<file path="src/rtl/jtgng_dwnld_router_if.sv">
// Download-router bus: ioctl byte stream in, SDRAM program handshake and PROM strobes out.
// The master side is the host/game top-level; the slave side is the router.
interface jtgng_dwnld_router_if #(
  parameter int AW         = 22,
  parameter int PROM_AW    = 8,
  parameter int PROM_COUNT = 10
);
  logic                  downloading;
  logic                  ioctl_wr;
  logic [AW-1:0]         ioctl_addr;
  logic [7:0]            ioctl_data;
  logic [AW-1:0]         prog_addr;
  logic [7:0]            prog_data;
  logic [1:0]            prog_mask;
  logic                  prog_we;
  logic                  prog_ack;
  logic [PROM_COUNT-1:0] prom_we;
  logic [PROM_AW-1:0]    prom_addr;
  logic [3:0]            prom_data;
  logic                  overflow;
  logic                  dwnld_done;

  modport master (
    output downloading, ioctl_wr, ioctl_addr, ioctl_data, prog_ack,
    input  prog_addr, prog_data, prog_mask, prog_we,
           prom_we, prom_addr, prom_data, overflow, dwnld_done
  );

  modport slave (
    input  downloading, ioctl_wr, ioctl_addr, ioctl_data, prog_ack,
    output prog_addr, prog_data, prog_mask, prog_we,
           prom_we, prom_addr, prom_data, overflow, dwnld_done
  );
endinterface

</file>
<file path="src/rtl/jtgng_dwnld_fifo.sv">
// Small synchronous FIFO for ROM bytes; pointers carry a wrap bit to tell full from empty.
// head/head_vld give the read-side view after this cycle's pop, ignoring this cycle's push.
module jtgng_dwnld_fifo #(
  parameter int AW = 2,
  parameter int DW = 31
) (
  input  logic          clk,
  input  logic          rst,
  input  logic          push,
  input  logic          pop,
  input  logic [DW-1:0] din,
  output logic          full,
  output logic          empty,
  output logic          head_vld,
  output logic [DW-1:0] head
);
  localparam int DEPTH = 2**AW;

  logic [DW-1:0] mem [DEPTH];
  logic [AW:0]   wr_ptr, rd_ptr, rd_nxt;

  assign rd_nxt   = rd_ptr + {{AW{1'b0}}, pop};
  assign empty    = wr_ptr == rd_ptr;
  assign full     = (wr_ptr[AW] != rd_ptr[AW]) && (wr_ptr[AW-1:0] == rd_ptr[AW-1:0]);
  assign head_vld = wr_ptr != rd_nxt;
  assign head     = mem[rd_nxt[AW-1:0]];

  always_ff @(posedge clk)
    if (push) mem[wr_ptr[AW-1:0]] <= din;

  always_ff @(posedge clk or posedge rst)
    if (rst) begin
      wr_ptr <= '0;
      rd_ptr <= '0;
    end else begin
      if (push) wr_ptr <= wr_ptr + {{AW{1'b0}}, 1'b1};
      rd_ptr <= rd_nxt;
    end
endmodule

</file>
<file path="src/rtl/jtgng_dwnld_router.sv">
// Routes ioctl download bytes: ROM bytes through an elastic FIFO to SDRAM programming,
// PROM bytes to one-hot nibble write strobes, and signals when a download has fully drained.
//
// state | meaning
// IDLE  | no download active, waiting for downloading to rise
// LOAD  | download in progress
// DRAIN | download ended, waiting for the ROM FIFO to empty
module jtgng_dwnld_router #(
  parameter int            AW         = 22,
  parameter logic [AW-1:0] PROM_START = 'h1E000,
  parameter int            PROM_AW    = 8,
  parameter int            PROM_COUNT = 10,
  parameter int            FIFO_AW    = 2
) (
  input logic clk,
  input logic rst,
  jtgng_dwnld_router_if.slave bus
);
  localparam int EW = AW - 1 + 8 + 2;

  typedef enum logic [1:0] { IDLE, LOAD, DRAIN } state_t;

  state_t                state;
  logic                  dl_q, rise, fall;
  logic                  accept, is_rom, push, pop, drop, prom_hit;
  logic                  ff_full, ff_empty, ff_vld;
  logic [EW-1:0]         ff_din, ff_head;
  logic [AW-1:0]         off, idx;
  logic                  prog_we_r, ovf_r, done_r;
  logic [AW-1:0]         prog_addr_r;
  logic [7:0]            prog_data_r;
  logic [1:0]            prog_mask_r;
  logic [PROM_COUNT-1:0] prom_we_r;
  logic [PROM_AW-1:0]    prom_addr_r;
  logic [3:0]            prom_data_r;

  assign accept   = bus.ioctl_wr && bus.downloading;
  assign is_rom   = bus.ioctl_addr < PROM_START;
  assign pop      = prog_we_r && bus.prog_ack;
  assign push     = accept && is_rom && (!ff_full || pop);
  assign drop     = accept && is_rom && ff_full && !pop;
  assign ff_din   = {bus.ioctl_addr[AW-1:1], bus.ioctl_data, bus.ioctl_addr[0] ? 2'b01 : 2'b10};
  assign off      = bus.ioctl_addr - PROM_START;
  assign idx      = off >> PROM_AW;
  assign prom_hit = accept && !is_rom && (idx < AW'(PROM_COUNT));
  assign rise     = bus.downloading && !dl_q;
  assign fall     = !bus.downloading && dl_q;

  jtgng_dwnld_fifo #(.AW(FIFO_AW), .DW(EW)) u_fifo (
    .clk      (clk),
    .rst      (rst),
    .push     (push),
    .pop      (pop),
    .din      (ff_din),
    .full     (ff_full),
    .empty    (ff_empty),
    .head_vld (ff_vld),
    .head     (ff_head)
  );

  // Head registers only reload on a valid entry, so they hold still during a stall.
  always_ff @(posedge clk or posedge rst)
    if (rst) begin
      prog_we_r   <= 1'b0;
      prog_addr_r <= '0;
      prog_data_r <= '0;
      prog_mask_r <= '0;
      prom_we_r   <= '0;
      prom_addr_r <= '0;
      prom_data_r <= '0;
    end else begin
      prog_we_r <= ff_vld;
      if (ff_vld) begin
        prog_addr_r <= {1'b0, ff_head[EW-1:10]};
        prog_data_r <= ff_head[9:2];
        prog_mask_r <= ff_head[1:0];
      end
      prom_we_r <= prom_hit ? ({{(PROM_COUNT-1){1'b0}}, 1'b1} << idx) : '0;
      if (prom_hit) begin
        prom_addr_r <= off[PROM_AW-1:0];
        prom_data_r <= bus.ioctl_data[3:0];
      end
    end

  always_ff @(posedge clk or posedge rst)
    if (rst) begin
      state  <= IDLE;
      dl_q   <= 1'b0;
      ovf_r  <= 1'b0;
      done_r <= 1'b0;
    end else begin
      dl_q   <= bus.downloading;
      done_r <= 1'b0;
      if (rise) ovf_r <= 1'b0;
      if (drop) ovf_r <= 1'b1;
      case (state)
        IDLE:    if (rise) state <= LOAD;
        LOAD:    if (fall) state <= DRAIN;
        DRAIN:   if (rise) state <= LOAD;
                 else if (ff_empty) begin
                   state  <= IDLE;
                   done_r <= 1'b1;
                 end
        default: state <= IDLE;
      endcase
    end

  assign bus.prog_we    = prog_we_r;
  assign bus.prog_addr  = prog_addr_r;
  assign bus.prog_data  = prog_data_r;
  assign bus.prog_mask  = prog_mask_r;
  assign bus.prom_we    = prom_we_r;
  assign bus.prom_addr  = prom_addr_r;
  assign bus.prom_data  = prom_data_r;
  assign bus.overflow   = ovf_r;
  assign bus.dwnld_done = done_r;
endmodule

</file>
<file path="src/flat_wrapper.sv">
// flat-port wrapper written by rule: the top's interface ports become plain ports
module jtgng_dwnld_router_flat 
#(
  parameter int            AW         = 22,
  parameter logic [AW-1:0] PROM_START = 'h1E000,
  parameter int            PROM_AW    = 8,
  parameter int            PROM_COUNT = 10,
  parameter int            FIFO_AW    = 2
)
  (clk, rst, bus_downloading, bus_ioctl_wr, bus_ioctl_addr, bus_ioctl_data, bus_prog_ack, bus_prog_addr, bus_prog_data, bus_prog_mask, bus_prog_we, bus_prom_we, bus_prom_addr, bus_prom_data, bus_overflow, bus_dwnld_done);
  jtgng_dwnld_router_if #(.AW(AW), .PROM_AW(PROM_AW), .PROM_COUNT(PROM_COUNT)) bus_i ();
  input logic clk;
  input logic rst;
  input wire logic [$bits(bus_i.downloading)-1:0] bus_downloading;
  input wire logic [$bits(bus_i.ioctl_wr)-1:0] bus_ioctl_wr;
  input wire logic [$bits(bus_i.ioctl_addr)-1:0] bus_ioctl_addr;
  input wire logic [$bits(bus_i.ioctl_data)-1:0] bus_ioctl_data;
  input wire logic [$bits(bus_i.prog_ack)-1:0] bus_prog_ack;
  output wire logic [$bits(bus_i.prog_addr)-1:0] bus_prog_addr;
  output wire logic [$bits(bus_i.prog_data)-1:0] bus_prog_data;
  output wire logic [$bits(bus_i.prog_mask)-1:0] bus_prog_mask;
  output wire logic [$bits(bus_i.prog_we)-1:0] bus_prog_we;
  output wire logic [$bits(bus_i.prom_we)-1:0] bus_prom_we;
  output wire logic [$bits(bus_i.prom_addr)-1:0] bus_prom_addr;
  output wire logic [$bits(bus_i.prom_data)-1:0] bus_prom_data;
  output wire logic [$bits(bus_i.overflow)-1:0] bus_overflow;
  output wire logic [$bits(bus_i.dwnld_done)-1:0] bus_dwnld_done;
  assign bus_i.downloading = bus_downloading;
  assign bus_i.ioctl_wr = bus_ioctl_wr;
  assign bus_i.ioctl_addr = bus_ioctl_addr;
  assign bus_i.ioctl_data = bus_ioctl_data;
  assign bus_i.prog_ack = bus_prog_ack;
  assign bus_prog_addr = bus_i.prog_addr;
  assign bus_prog_data = bus_i.prog_data;
  assign bus_prog_mask = bus_i.prog_mask;
  assign bus_prog_we = bus_i.prog_we;
  assign bus_prom_we = bus_i.prom_we;
  assign bus_prom_addr = bus_i.prom_addr;
  assign bus_prom_data = bus_i.prom_data;
  assign bus_overflow = bus_i.overflow;
  assign bus_dwnld_done = bus_i.dwnld_done;
  jtgng_dwnld_router #(.AW(AW), .PROM_START(PROM_START), .PROM_AW(PROM_AW), .PROM_COUNT(PROM_COUNT), .FIFO_AW(FIFO_AW)) u_core (.clk(clk), .rst(rst), .bus(bus_i));
endmodule
</file>
<file path="config.mk">
export PLATFORM = sky130hd
export DESIGN_NAME = jtgng_dwnld_router_flat
export DESIGN_NICKNAME = d
export VERILOG_FILES = /design/src/rtl/jtgng_dwnld_router_if.sv /design/src/rtl/jtgng_dwnld_fifo.sv /design/src/rtl/jtgng_dwnld_router.sv /design/src/flat_wrapper.sv
export SDC_FILE = /design/constraint.sdc
export NUM_CORES = 1
export LEC_CHECK = 0
export BUFFER_PORTS_ARGS = -buffer_cell sky130_fd_sc_hd__buf_4
export CAP_MARGIN = 20
export CORE_ASPECT_RATIO = 0.6
export CORE_MARGIN = 2
export CORE_UTILIZATION = 52
export DETAILED_ROUTE_END_ITERATION = 8
export GPL_ROUTABILITY_DRIVEN = 0
export HOLD_SLACK_MARGIN = 0.12
export PLACE_DENSITY_LB_ADDON = 0.08
export REMOVE_ABC_BUFFERS = 1
export SYNTH_ARGS = -nofsm -noshare
export SYNTH_HDL_FRONTEND = slang
export SYNTH_HIERARCHICAL = 1
export SYNTH_SLANG_ARGS = --single-unit
</file>
<file path="constraint.sdc">
create_clock -name clk -period 2.5 [get_ports clk]
set_input_delay 0.5 -clock clk [delete_from_list [all_inputs] [get_ports clk]]
set_output_delay 0.5 -clock clk [all_outputs]
set_load 0.05 [all_outputs]
</file>
== Word-level counts from Yosys, hierarchy flattened ==
Memories as Yosys holds them, arrays and structs flattened. A register that Yosys moved wholly into a read port is not among the register bits.
Cells that the tools add are included.

* Shifts and indexed selects: 1
* Magnitude comparators: 2
* $add $sub $neg: 3
* Reductions and logical operators: 20
* Muxes and demuxes: 14
* Equal/unequal tests: 9

{| class="wikitable"
|+ Operators by type and width
! kind !! number
|-
| $lt 22x17->1 const B || 1
|-
| $sub 22x17->22 const B || 1
|-
| $lt 14x4->1 const B || 1
|-
| $shl 1x14->10 const A || 1
|-
| $logic_and 1x1->1 || 11
|-
| $mux 10 || 1
|-
| $mux 2 || 5
|-
| $mux 1 || 7
|-
| $pmux 2 s3 || 1
|-
| $logic_not 1->1 || 5
|-
| $ne 2x1->1 const B || 2
|-
| $add 3x1->3 || 1
|-
| $add 3x1->3 const B || 1
|-
| $eq 3x3->1 || 1
|-
| $ne 3x1->1 const B || 1
|-
| $ne 3x3->1 || 1
|-
| $reduce_and 3->1 || 1
|-
| $eq 2x1->1 const B || 1
|-
| $eq 2x2->1 || 1
|-
| $eq 2x2->1 const B || 1
|-
| $logic_not 2->1 || 1
|-
| $reduce_bool 2->1 || 1
|-
| $logic_or 1x1->1 || 1
|-
| $ne 1x1->1 || 1
|}

* Word-level logic and storage cells: 60
* Flip-flop bits (word level): 34
* Output and inout port bits: 57
* Memories: 1
* RAM bits: 124

{| class="wikitable"
|+ Memory list
! name !! words !! width !! read ports !! clocked after Yosys merged registers in !! write ports !! line !! source
|-
| u_core.u_fifo.mem || 4 || 31 || 1 || 1 || 1 || jtgng_dwnld_fifo.sv:19 || <nowiki>logic [DW-1:0] mem [DEPTH];</nowiki>
|}

== Depth between registers and ports, before layout ==
Gate-level depths: netlist (run 1).

* Word-level depth: 7
* Depth in mapped cells: 9
* Mapped depth without buffers: 7

== By module ==
The synthesis (run 1) kept the hierarchy.

{| class="wikitable"
|+ By module, submodules not included
! module !! times used !! cells each !! area an instance (sq um)
|-
| jtgng_dwnld_fifo || 1 || 195 || 4,895.9
|-
| jtgng_dwnld_router || 1 || 172 || 2,404.8
|}

== Least setup slack after synthesis (run 1) ==
OpenSTA, ideal clock, no wires.

* Kind: input to register
* Start: input port bus_ioctl_addr[20]
* End: memory u_core.u_fifo.mem[3][0], enable pin
* Buffers on the path: 0
* Stages on the path: 3
* Slack: -0.303 ns
* Data required time: 2.108 ns
* Library setup time: 0.392 ns
* Data arrival time: 2.411 ns
* Cells stage by stage: or4_4 > a211oi_1 > and2_1

* Cells in the longest elaborated chain, start to end: 5

{| class="wikitable"
|+ Ends and longest elaborated chain
! item !! line !! source
|-
| from (decl) || flat_wrapper.sv:16 || <nowiki>input wire logic [$bits(bus_i.ioctl_addr)-1:0] bus_ioctl_addr;</nowiki>
|-
| $lt 22x17->1 || jtgng_dwnld_router.sv:38 || <nowiki>assign is_rom = bus.ioctl_addr < PROM_START;</nowiki>
|-
| $logic_and 1x1->1 (2 in series) || jtgng_dwnld_router.sv:40 || <nowiki>assign push = accept && is_rom && (!ff_full || pop);</nowiki>
|-
| net u_core.push || jtgng_dwnld_router.sv:25 || <nowiki>logic accept, is_rom, push, pop, drop, prom_hit;</nowiki>
|-
| $mux 1 || jtgng_dwnld_fifo.sv:29 || <nowiki>if (push) mem[wr_ptr[AW-1:0]] <= din;</nowiki>
|-
| $mux 1 (not written as such) || jtgng_dwnld_fifo.sv:29 ||
|-
| to (decl) || jtgng_dwnld_fifo.sv:19 ||
|}

The timed path passes the listed nets, and every way through them passes these cells.

== Worst setup path in the final report (run 1) ==
* Start: register u_core.prog_we_r, in the netlist u_core/bus.prog_we
* End: register u_core.prog_addr_r[14], in the netlist u_core/bus.prog_addr[14], read port of u_core.u_fifo.mem

* Cells in the longest elaborated chain, start to end: 3

{| class="wikitable"
|+ Ends and longest elaborated chain
! item !! line !! source
|-
| from (decl) || jtgng_dwnld_router.sv:29 || <nowiki>logic prog_we_r, ovf_r, done_r;</nowiki>
|-
| from (signal assigned) || jtgng_dwnld_router.sv:72 || <nowiki>prog_we_r <= ff_vld;</nowiki>
|-
| $logic_and 1x1->1 * || jtgng_dwnld_router.sv:39 || <nowiki>assign pop = prog_we_r && bus.prog_ack;</nowiki>
|-
| net u_core.pop || jtgng_dwnld_router.sv:25 ||
|-
| $add 3x1->3 * || jtgng_dwnld_fifo.sv:22 || <nowiki>assign rd_nxt = rd_ptr + {{AW{1'b0}}, pop};</nowiki>
|-
| net u_core.u_fifo.rd_nxt[0] || jtgng_dwnld_fifo.sv:20 || <nowiki>logic [AW:0] wr_ptr, rd_ptr, rd_nxt;</nowiki>
|-
| $ne 3x3->1 || jtgng_dwnld_fifo.sv:25 || <nowiki>assign head_vld = wr_ptr != rd_nxt;</nowiki>
|-
| to (decl) || jtgng_dwnld_router.sv:30 || <nowiki>logic [AW-1:0] prog_addr_r;</nowiki>
|}

Mark *: on every way through the listed nets, which the timed path passes. The rest lies on a longest branch.
A chain may end at the register's enable or synchronous reset.

==> results of run 1 <==
==> power breakdown <==
part           leakage (nW)  switching (W)  internal, W
clock                 0.265        0.00119      0.00139
combinational          1.33        0.00211      0.00187
sequential             1.93       0.000208      0.00369
==> cell usage in the layout, fill, tap and decap left out, types with 3 or more instances in the layout <==
cell,instances
sky130_fd_sc_hd__buf_12,14
sky130_fd_sc_hd__nand3_1,3
sky130_fd_sc_hd__mux2_4,10
sky130_fd_sc_hd__xnor2_1,3
sky130_fd_sc_hd__mux4_2,29
sky130_fd_sc_hd__mux2_2,33
sky130_fd_sc_hd__nand2_1,8
sky130_fd_sc_hd__buf_4,97
sky130_fd_sc_hd__nor3_1,5
sky130_fd_sc_hd__inv_6,4
sky130_fd_sc_hd__inv_1,9
sky130_fd_sc_hd__ha_1,6
sky130_fd_sc_hd__and2_2,4
sky130_fd_sc_hd__clkinvlp_4,3
sky130_fd_sc_hd__o21ai_0,4
sky130_fd_sc_hd__edfxtp_1,124
sky130_fd_sc_hd__clkbuf_16,17
sky130_fd_sc_hd__clkinv_1,3
sky130_fd_sc_hd__xor2_1,5
sky130_fd_sc_hd__dfrtp_1,65
sky130_fd_sc_hd__nor2_1,13
sky130_fd_sc_hd__nand4_1,4
sky130_fd_sc_hd__clkinv_4,3
==> routing by layer <==
layer  part of all wire  vias up
li1                   -     1674
met1               0.47     1994
met2               0.49       87
met3              0.035       13
met4              0.011        0
met5                  0        -
==> logic make-up (layout without fill, tap and decap cells) <==
logic type	after synthesis	count (layout)	synth area share
flip-flops	189	189	0.7328
multiplexers	74	74	0.1681
AND/OR/NAND/NOR	52	52	0.03993
buffers and inverters	22	154	0.02108
AO/OA/AOI/OAI	12	12	0.01114
XOR/XNOR	9	9	0.01268
adder cells (fa/ha/maj)	8	8	0.01371
other	1	1	0.0005136
==> worst register-to-register path, delay by kind of cell (launching register included) <==
kind	cells	cell delay, ns
buffers and inverters	2	0.25
muxes	2	0.84
DFF	1	0.38
adders and majority gates	1	0.42
and+or+nand+nor	1	0.13
==> final cells by class <==
cell class | count | share of cell area
flip-flops and latches | 189 | 0.5931
repair buffers | 112 | 0.1129
inverters | 10 | 0.004161
well taps | 192 | 0.02663
clock inverters | 15 | 0.01512
clock buffers | 17 | 0.04716
multi-input cells | 156 | 0.2009
==> flip-flops by register name, indices dropped and copies added (netlist names) <==
register and cells:
u_core/u_fifo/rd_ptr 3, u_core/bus.overflow 1, u_core/bus.prog_addr 21, u_core/bus.prom_addr 8, u_core/bus.dwnld_done 1, u_core/dl_q 1, u_core/state 2, u_core/bus.prog_we 1
u_core/u_fifo/wr_ptr 3, u_core/bus.prom_we 10, u_core/bus.prog_mask 2, u_core/bus.prog_data 8, u_core/bus.prom_data 4, u_core/u_fifo/mem 124
==> final timing paths <==
check	depth (start not counted)	startpoint	endpoint	slack, ns
min	1	bus_downloading	u_core/dl_q	0.23
max in group asynchronous	4	rst	u_core/bus.prom_data[0]	1.24
min reg2reg	1	u_core/bus.overflow	u_core/bus.overflow	0.51
max reg2reg	6	u_core/bus.prog_we	u_core/bus.prog_addr[14]	0.36
min in group asynchronous	3	rst	u_core/u_fifo/rd_ptr[2]	0.57
max	6	u_core/bus.prog_we	u_core/bus.prog_addr[14]	0.36
==> repair_timing <==
item	in CTS	in global routing
hold buffers	1	0
endpoints found under the hold margin	17	0
buffers inserted	0	0
gates resized for setup	0	0
==> through the flow <==
| step | power (W) | cell area [µm²] | hold slack (ns) | setup WS [ns] | setup TNS [ns] |
|---|---|---|---|---|---|
| after floorplan | 0.006640 | 7184 | 0.2910 | -1.253 | -74.77 |
| after global placement | 0.007935 | 8448 | 0.4501 | 0.08350 | 0 |
| after detailed placement | 0.007986 | 8448 | 0.4523 | 0.03907 | 0 |
| after CTS | 0.01056 | 9020 | 0.2081 | 0.3566 | 0 |
| after global routing | 0.01092 | 9020 | 0.2149 | 0.2750 | 0 |
| final | 0.01045 | 9020 | 0.2252 | 0.3650 | 0 |
==> metrics.txt, run 1 <==
# TYPE chip_impl_metric gauge
chip_impl_metric{name="required",unit="ns"} 2.81
chip_impl_metric{name="timing.final.max_slew_violations",unit=""} 0
chip_impl_metric{name="clock-sinks",unit=""} 189
chip_impl_metric{name="first_global_vias",unit=""} 3945
chip_impl_metric{name="timing.final.crit_share",unit=""} 0.8540
chip_impl_metric{name="drt-pass1-iter-count",unit=""} 4
chip_impl_metric{name="detailedRoute.firstIterationViolations",unit=""} 276
chip_impl_metric{name="start_util",unit=""} 0.5342
chip_impl_metric{name="htree_num_levels",unit=""} 4
chip_impl_metric{name="detailed_route_via_count",unit=""} 3768
chip_impl_metric{name="utilization",unit=""} 0.6600
chip_impl_metric{name="use_met1",unit=""} 0.2854
chip_impl_metric{name="seq_area",unit="mm²"} 0.005350
chip_impl_metric{name="final-hold-violation-count",unit=""} 0
chip_impl_metric{name="track_usage",unit=""} 0.2002
chip_impl_info{name="grt_most_used_layer",value="met2"} 1
chip_impl_info{name="outcome",value="finished clean"} 1
chip_impl_metric{name="place.detailed.instances",unit=""} 658
chip_impl_metric{name="yosysSeqAreaShare",unit=""} 0.7328
chip_impl_metric{name="cts-root-to-sink-buffers",unit=""} 2
chip_impl_metric{name="synth_area_per_cell",unit="µm²"} 19.89
chip_impl_info{name="post_synth_main_area_contributors",value="sky130_fd_sc_hd__edfxtp_1, sky130_fd_sc_hd__dfrtp_1, sky130_fd_sc_hd__mux4_2"} 1
chip_impl_info{name="grt_setup_unrepaired",value="false"} 1
chip_impl_metric{name="cts-buffers-inserted",unit=""} 17
chip_impl_metric{name="synth.ff_latch_count",unit=""} 189
chip_impl_metric{name="post_synth_inst_count",unit=""} 367
chip_impl_metric{name="boundaryPins",unit=""} 92
chip_impl_metric{name="placement_rows",unit=""} 33
chip_impl_info{name="timing.critical_path.to_type",value="register"} 1
chip_impl_metric{name="max_freq",unit="MHz"} 468.4
chip_impl_metric{name="number_of_filler_cells_placed_in_the_layout",unit=""} 958
chip_impl_info{name="most_frequent_cell_after_synthesis",value="sky130_fd_sc_hd__edfxtp_1"} 1
chip_impl_metric{name="initial_antenna_violation_count",unit=""} 0
chip_impl_metric{name="gr-usage-met3",unit=""} 0.03692
chip_impl_metric{name="finish.net_count",unit=""} 529
chip_impl_metric{name="synth_top_cell_area_share",unit=""} 0.5100
chip_impl_metric{name="cp_max_fo",unit=""} 13
chip_impl_metric{name="dieArea",unit="mm²"} 0.01503
chip_impl_metric{name="yosys.cell_types.count",unit=""} 43
chip_impl_metric{name="n_antenna_cell",unit=""} 0
chip_impl_metric{name="die_x",unit="µm"} 157.0
chip_impl_metric{name="met2_grt_util",unit=""} 0.3162
chip_impl_metric{name="ys_warn_count",unit=""} 6
chip_impl_metric{name="power_density",unit="mW/mm²"} 1158
chip_impl_metric{name="grt_first_pass_wirelength",unit="mm"} 21.87
chip_impl_info{name="startpoint_type",value="register"} 1
chip_impl_metric{name="final-setup-viol-count",unit=""} 0
chip_impl_info{name="critical_path_cell_list",value="nand2_1, inv_1, ha_2, buf_12, mux4_2, mux2_2"} 1
chip_impl_metric{name="cp_slowest_stage_delay",unit="ns"} 0.56
chip_impl_metric{name="multi_input_gate_area_in_the_final_layout",unit="mm²"} 0.001812
chip_impl_metric{name="post_route_cells_drive_above_1_share",unit=""} 0.4509
chip_impl_info{name="crit_path_top_delay_cell",value="sky130_fd_sc_hd__mux4_2"} 1
chip_impl_metric{name="worst_skew_pair.late_latency",unit="ns"} 0.42
chip_impl_metric{name="ir_worst_vdd",unit="µV"} 556.1
chip_impl_info{name="netlist.top_cell.by_area",value="sky130_fd_sc_hd__edfxtp_1"} 1
chip_impl_metric{name="place.port_buffers",unit=""} 90
chip_impl_info{name="hold_path_class",value="in2reg"} 1
chip_impl_metric{name="instances_no_fill",unit=""} 691
chip_impl_metric{name="cp_data_arrival_time",unit="ns"} 2.45
chip_impl_metric{name="chip_height",unit="µm"} 95.78
chip_impl_info{name="post_synth_most_frequent_cells",value="sky130_fd_sc_hd__edfxtp_1, sky130_fd_sc_hd__dfrtp_1, sky130_fd_sc_hd__mux2_2"} 1
chip_impl_metric{name="path_clk_slew",unit="ns"} 0.07
chip_impl_metric{name="detail_route.vias_per_cell",unit=""} 5.453
chip_impl_metric{name="postRouteAntennaNets",unit=""} 0
chip_impl_metric{name="maximum_capacitance_violations",unit=""} 0
chip_impl_metric{name="count_of_buffer_and_inverter_cells_on_the_critical_path",unit=""} 2
chip_impl_metric{name="detail_route.drc_violations",unit=""} 0
chip_impl_metric{name="coreArea",unit="mm²"} 0.01367
chip_impl_info{name="cts_tree",value="done"} 1
chip_impl_metric{name="wire_per_inst",unit="µm"} 20.01
chip_impl_metric{name="drt_wl_total",unit="mm"} 13.83
chip_impl_info{name="synth-main-ff-cell",value="sky130_fd_sc_hd__edfxtp_1"} 1
chip_impl_metric{name="area_growth_syn_to_layout",unit="%"} 23.55
chip_impl_metric{name="grt_max_degree",unit=""} 28
chip_impl_metric{name="gr-total-overflow",unit=""} 0
chip_impl_info{name="crit_family",value="multiplexers"} 1
chip_impl_metric{name="leak_pwr",unit="nW"} 3.526
chip_impl_metric{name="number_of_enable_flip_flop_cells_after_synthesis",unit=""} 124
chip_impl_metric{name="layout_min_cycle_time",unit="ns"} 2.135
chip_impl_info{name="cts_root_buffer",value="sky130_fd_sc_hd__clkbuf_16"} 1
chip_impl_metric{name="fin_worst_skew",unit="ns"} 0.01367
chip_impl_info{name="path_class",value="reg2reg"} 1
chip_impl_metric{name="post_synth_instance_area",unit="mm²"} 0.007301
chip_impl_metric{name="synth_async_sr_flop_share",unit=""} 0.3439
chip_impl_metric{name="detailed_place_hpwl",unit="mm"} 9.232
No activity file was read; power rests on OpenSTA's default activity.
==> inputs of run 2 (changes only) <==
--- a/config.mk
+++ b/config.mk
@@ -8,7 +8,7 @@
 export BUFFER_PORTS_ARGS = -buffer_cell sky130_fd_sc_hd__buf_4
 export CAP_MARGIN = 20
 export CORE_ASPECT_RATIO = 0.6
-export CORE_MARGIN = 2
+export CORE_MARGIN = 1.5
 export CORE_UTILIZATION = 52
 export DETAILED_ROUTE_END_ITERATION = 8
 export GPL_ROUTABILITY_DRIVEN = 0
==> metrics.txt, run 2 (synthesis results as in run 1) <==
# TYPE chip_impl_metric gauge
chip_impl_info{name="outcome",value="finished clean"} 1
chip_impl_metric{name="postRouteAntennaNets",unit=""} 0
chip_impl_metric{name="number_of_filler_cells_placed_in_the_layout",unit=""} 958
chip_impl_metric{name="clock-sinks",unit=""} 189
chip_impl_metric{name="die_x",unit="µm"} 156.0
chip_impl_metric{name="detailedRoute.firstIterationViolations",unit=""} 175
chip_impl_metric{name="maximum_capacitance_violations",unit=""} 0
chip_impl_metric{name="path_clk_slew",unit="ns"} 0.07
chip_impl_info{name="cts_tree",value="done"} 1
chip_impl_metric{name="layout_min_cycle_time",unit="ns"} 2.124
chip_impl_metric{name="cts-buffers-inserted",unit=""} 17
chip_impl_info{name="hold_path_class",value="in2reg"} 1
chip_impl_metric{name="timing.final.max_slew_violations",unit=""} 0
chip_impl_metric{name="power_density",unit="mW/mm²"} 1161
chip_impl_metric{name="drt_wl_total",unit="mm"} 13.64
chip_impl_metric{name="count_of_buffer_and_inverter_cells_on_the_critical_path",unit=""} 3
chip_impl_metric{name="coreArea",unit="mm²"} 0.01367
chip_impl_metric{name="htree_num_levels",unit=""} 4
chip_impl_metric{name="post_route_cells_drive_above_1_share",unit=""} 0.4516
chip_impl_metric{name="seq_area",unit="mm²"} 0.005350
chip_impl_metric{name="dieArea",unit="mm²"} 0.01478
chip_impl_info{name="worst_setup_path_endpoint",value="u_core/bus.prog_addr[11]"} 1
chip_impl_metric{name="final-setup-viol-count",unit=""} 0
chip_impl_info{name="worstReg2RegStart",value="u_core/bus.prog_we"} 1
chip_impl_metric{name="max_freq",unit="MHz"} 470.8
chip_impl_metric{name="fin_worst_skew",unit="ns"} 0.009231
chip_impl_metric{name="initial_antenna_violation_count",unit=""} 0
chip_impl_metric{name="reg2reg_depth",unit=""} 8
chip_impl_metric{name="leak_pwr",unit="nW"} 3.527
chip_impl_metric{name="cts-root-to-sink-buffers",unit=""} 2
chip_impl_metric{name="largest_reg_flops",unit=""} 124
chip_impl_metric{name="worst_skew_pair.late_latency",unit="ns"} 0.42
chip_impl_metric{name="max-slew-margin-rel",unit=""} 0.5516
chip_impl_info{name="layout.cells.most_common_list",value="sky130_fd_sc_hd__edfxtp_1, sky130_fd_sc_hd__buf_4, sky130_fd_sc_hd__dfrtp_1"} 1
chip_impl_metric{name="start_util",unit=""} 0.5342
chip_impl_metric{name="timing.final.crit_share",unit=""} 0.8497
chip_impl_metric{name="worstSetupPathDepth",unit=""} 8
chip_impl_info{name="crit_family",value="buffers and inverters"} 1
chip_impl_info{name="startpoint_type",value="register"} 1
chip_impl_metric{name="final_layout_setup_total_negative_slack",unit="ns"} 0
chip_impl_metric{name="detailed_place_hpwl",unit="mm"} 8.708
chip_impl_metric{name="ir_worst_vdd",unit="µV"} 620.2
chip_impl_info{name="crit_path_top_delay_cell",value="sky130_fd_sc_hd__dfrtp_1"} 1
chip_impl_metric{name="track_usage",unit=""} 0.2043
chip_impl_metric{name="final-hold-violation-count",unit=""} 0
chip_impl_metric{name="r2r_slack",unit="ns"} 0.38
chip_impl_info{name="critical_path_cell_list",value="nand2_1, inv_1, ha_2, buf_12, xnor2_1, nand3_2, buf_4, mux2_2"} 1
chip_impl_metric{name="cp_slowest_stage_delay",unit="ns"} 0.38
chip_impl_info{name="path_class",value="reg2reg"} 1
chip_impl_metric{name="cp_data_arrival_time",unit="ns"} 2.43
chip_impl_metric{name="place.port_buffers",unit=""} 90
chip_impl_metric{name="final.hold.worst_slack",unit="ns"} 0.2222
chip_impl_info{name="mostFrequentLayoutCell",value="sky130_fd_sc_hd__edfxtp_1"} 1
chip_impl_info{name="first_element_of_the_critical_path",value="u_core/bus.prog_we"} 1
chip_impl_metric{name="grt_max_degree",unit=""} 33
chip_impl_metric{name="detail_route.vias_per_cell",unit=""} 5.382
chip_impl_metric{name="n_antenna_cell",unit=""} 0
chip_impl_metric{name="cp_max_fo",unit=""} 22
chip_impl_info{name="timing.rr.end",value="u_core/bus.prog_addr[11]"} 1
chip_impl_info{name="cts_root_buffer",value="sky130_fd_sc_hd__clkbuf_16"} 1
chip_impl_metric{name="chip_height",unit="µm"} 94.78
chip_impl_info{name="timing.critical_path.to_type",value="register"} 1
chip_impl_metric{name="first_global_vias",unit=""} 3864
chip_impl_metric{name="finish.net_count",unit=""} 526
chip_impl_metric{name="worst_pin_slew",unit="ns"} 0.6716
chip_impl_metric{name="grt_first_pass_wirelength",unit="mm"} 21.62
chip_impl_metric{name="detailed_route_via_count",unit=""} 3703
chip_impl_metric{name="detail_route.drc_violations",unit=""} 0
chip_impl_metric{name="boundaryPins",unit=""} 92
chip_impl_metric{name="post_cts.repair.setup_buffers",unit=""} 0
chip_impl_info{name="grt_setup_unrepaired",value="false"} 1
chip_impl_metric{name="placement_rows",unit=""} 33
chip_impl_metric{name="multi_input_gate_area_in_the_final_layout",unit="mm²"} 0.001812
chip_impl_metric{name="wire_per_inst",unit="µm"} 19.83
chip_impl_metric{name="gr-total-overflow",unit=""} 0
chip_impl_metric{name="drt-pass1-iter-count",unit=""} 4
chip_impl_metric{name="required",unit="ns"} 2.80
chip_impl_metric{name="area_growth_syn_to_layout",unit="%"} 23.44
[run 2: worst min-delay path by stage]
stage	slack, ns	start	cells after the start	end
floorplan	0.29	rst	1	u_core/u_fifo/rd_ptr[0]
global placement	0.45	rst	2	u_core/u_fifo/rd_ptr[2]
detailed placement	0.45	rst	2	u_core/u_fifo/rd_ptr[2]
CTS	0.20	bus_downloading	1	u_core/dl_q
global route	0.21	bus_downloading	1	u_core/dl_q
finish	0.22	bus_downloading	1	u_core/dl_q
[run 2: final cells by class]
class                      instances  share of cell area
clock buffer                      18             0.04762
clock inverter                    14             0.01916
inverter                          10            0.004165
multi-input combinational        156              0.2010
sequential                       189              0.5936
tap                              192             0.02666
timing repair buffer             109              0.1077
[run 2: through the flow]
| step | setup slack (ns) | std cells | util | area [µm²] | total power [W] |
|---|---|---|---|---|---|
| floorplan | -1.253 | 355 | - | 7184 | 0.006640 |
| global placement | 0.04968 | 655 | 0.6147 | 8401 | 0.007799 |
| detailed placement | 0.005744 | 655 | 0.6147 | 8401 | 0.007861 |
| CTS | 0.3620 | 688 | 0.6594 | 9012 | 0.01059 |
| global route | 0.2368 | 688 | 0.6594 | 9012 | 0.01095 |
| finish | 0.3758 | 688 | 0.6594 | 9012 | 0.01047 |
[run 2: timing repair]
item,in CTS,in global routing
endpoints found under the hold margin,6,0
resized for setup,0,0
hold buffers,1,0
[run 2: per-layer routing]
layer / GRT usage / share of wire / vias up
met2: 0.3159 / 0.48 / 104
li1: - / - / 1656
met4: 0.06667 / 0.0084 / 0
met1: 0.2937 / 0.47 / 1934
met5: 0 / 0 / -
met3: 0.04406 / 0.050 / 9
[run 2: report_power, final]
part	switching, W	leakage, nW	internal [W]	total, W
registers	0.000206	1.93	0.00369	0.00389
clock network	0.00121	0.293	0.00152	0.00272
logic	0.00209	1.30	0.00176	0.00385
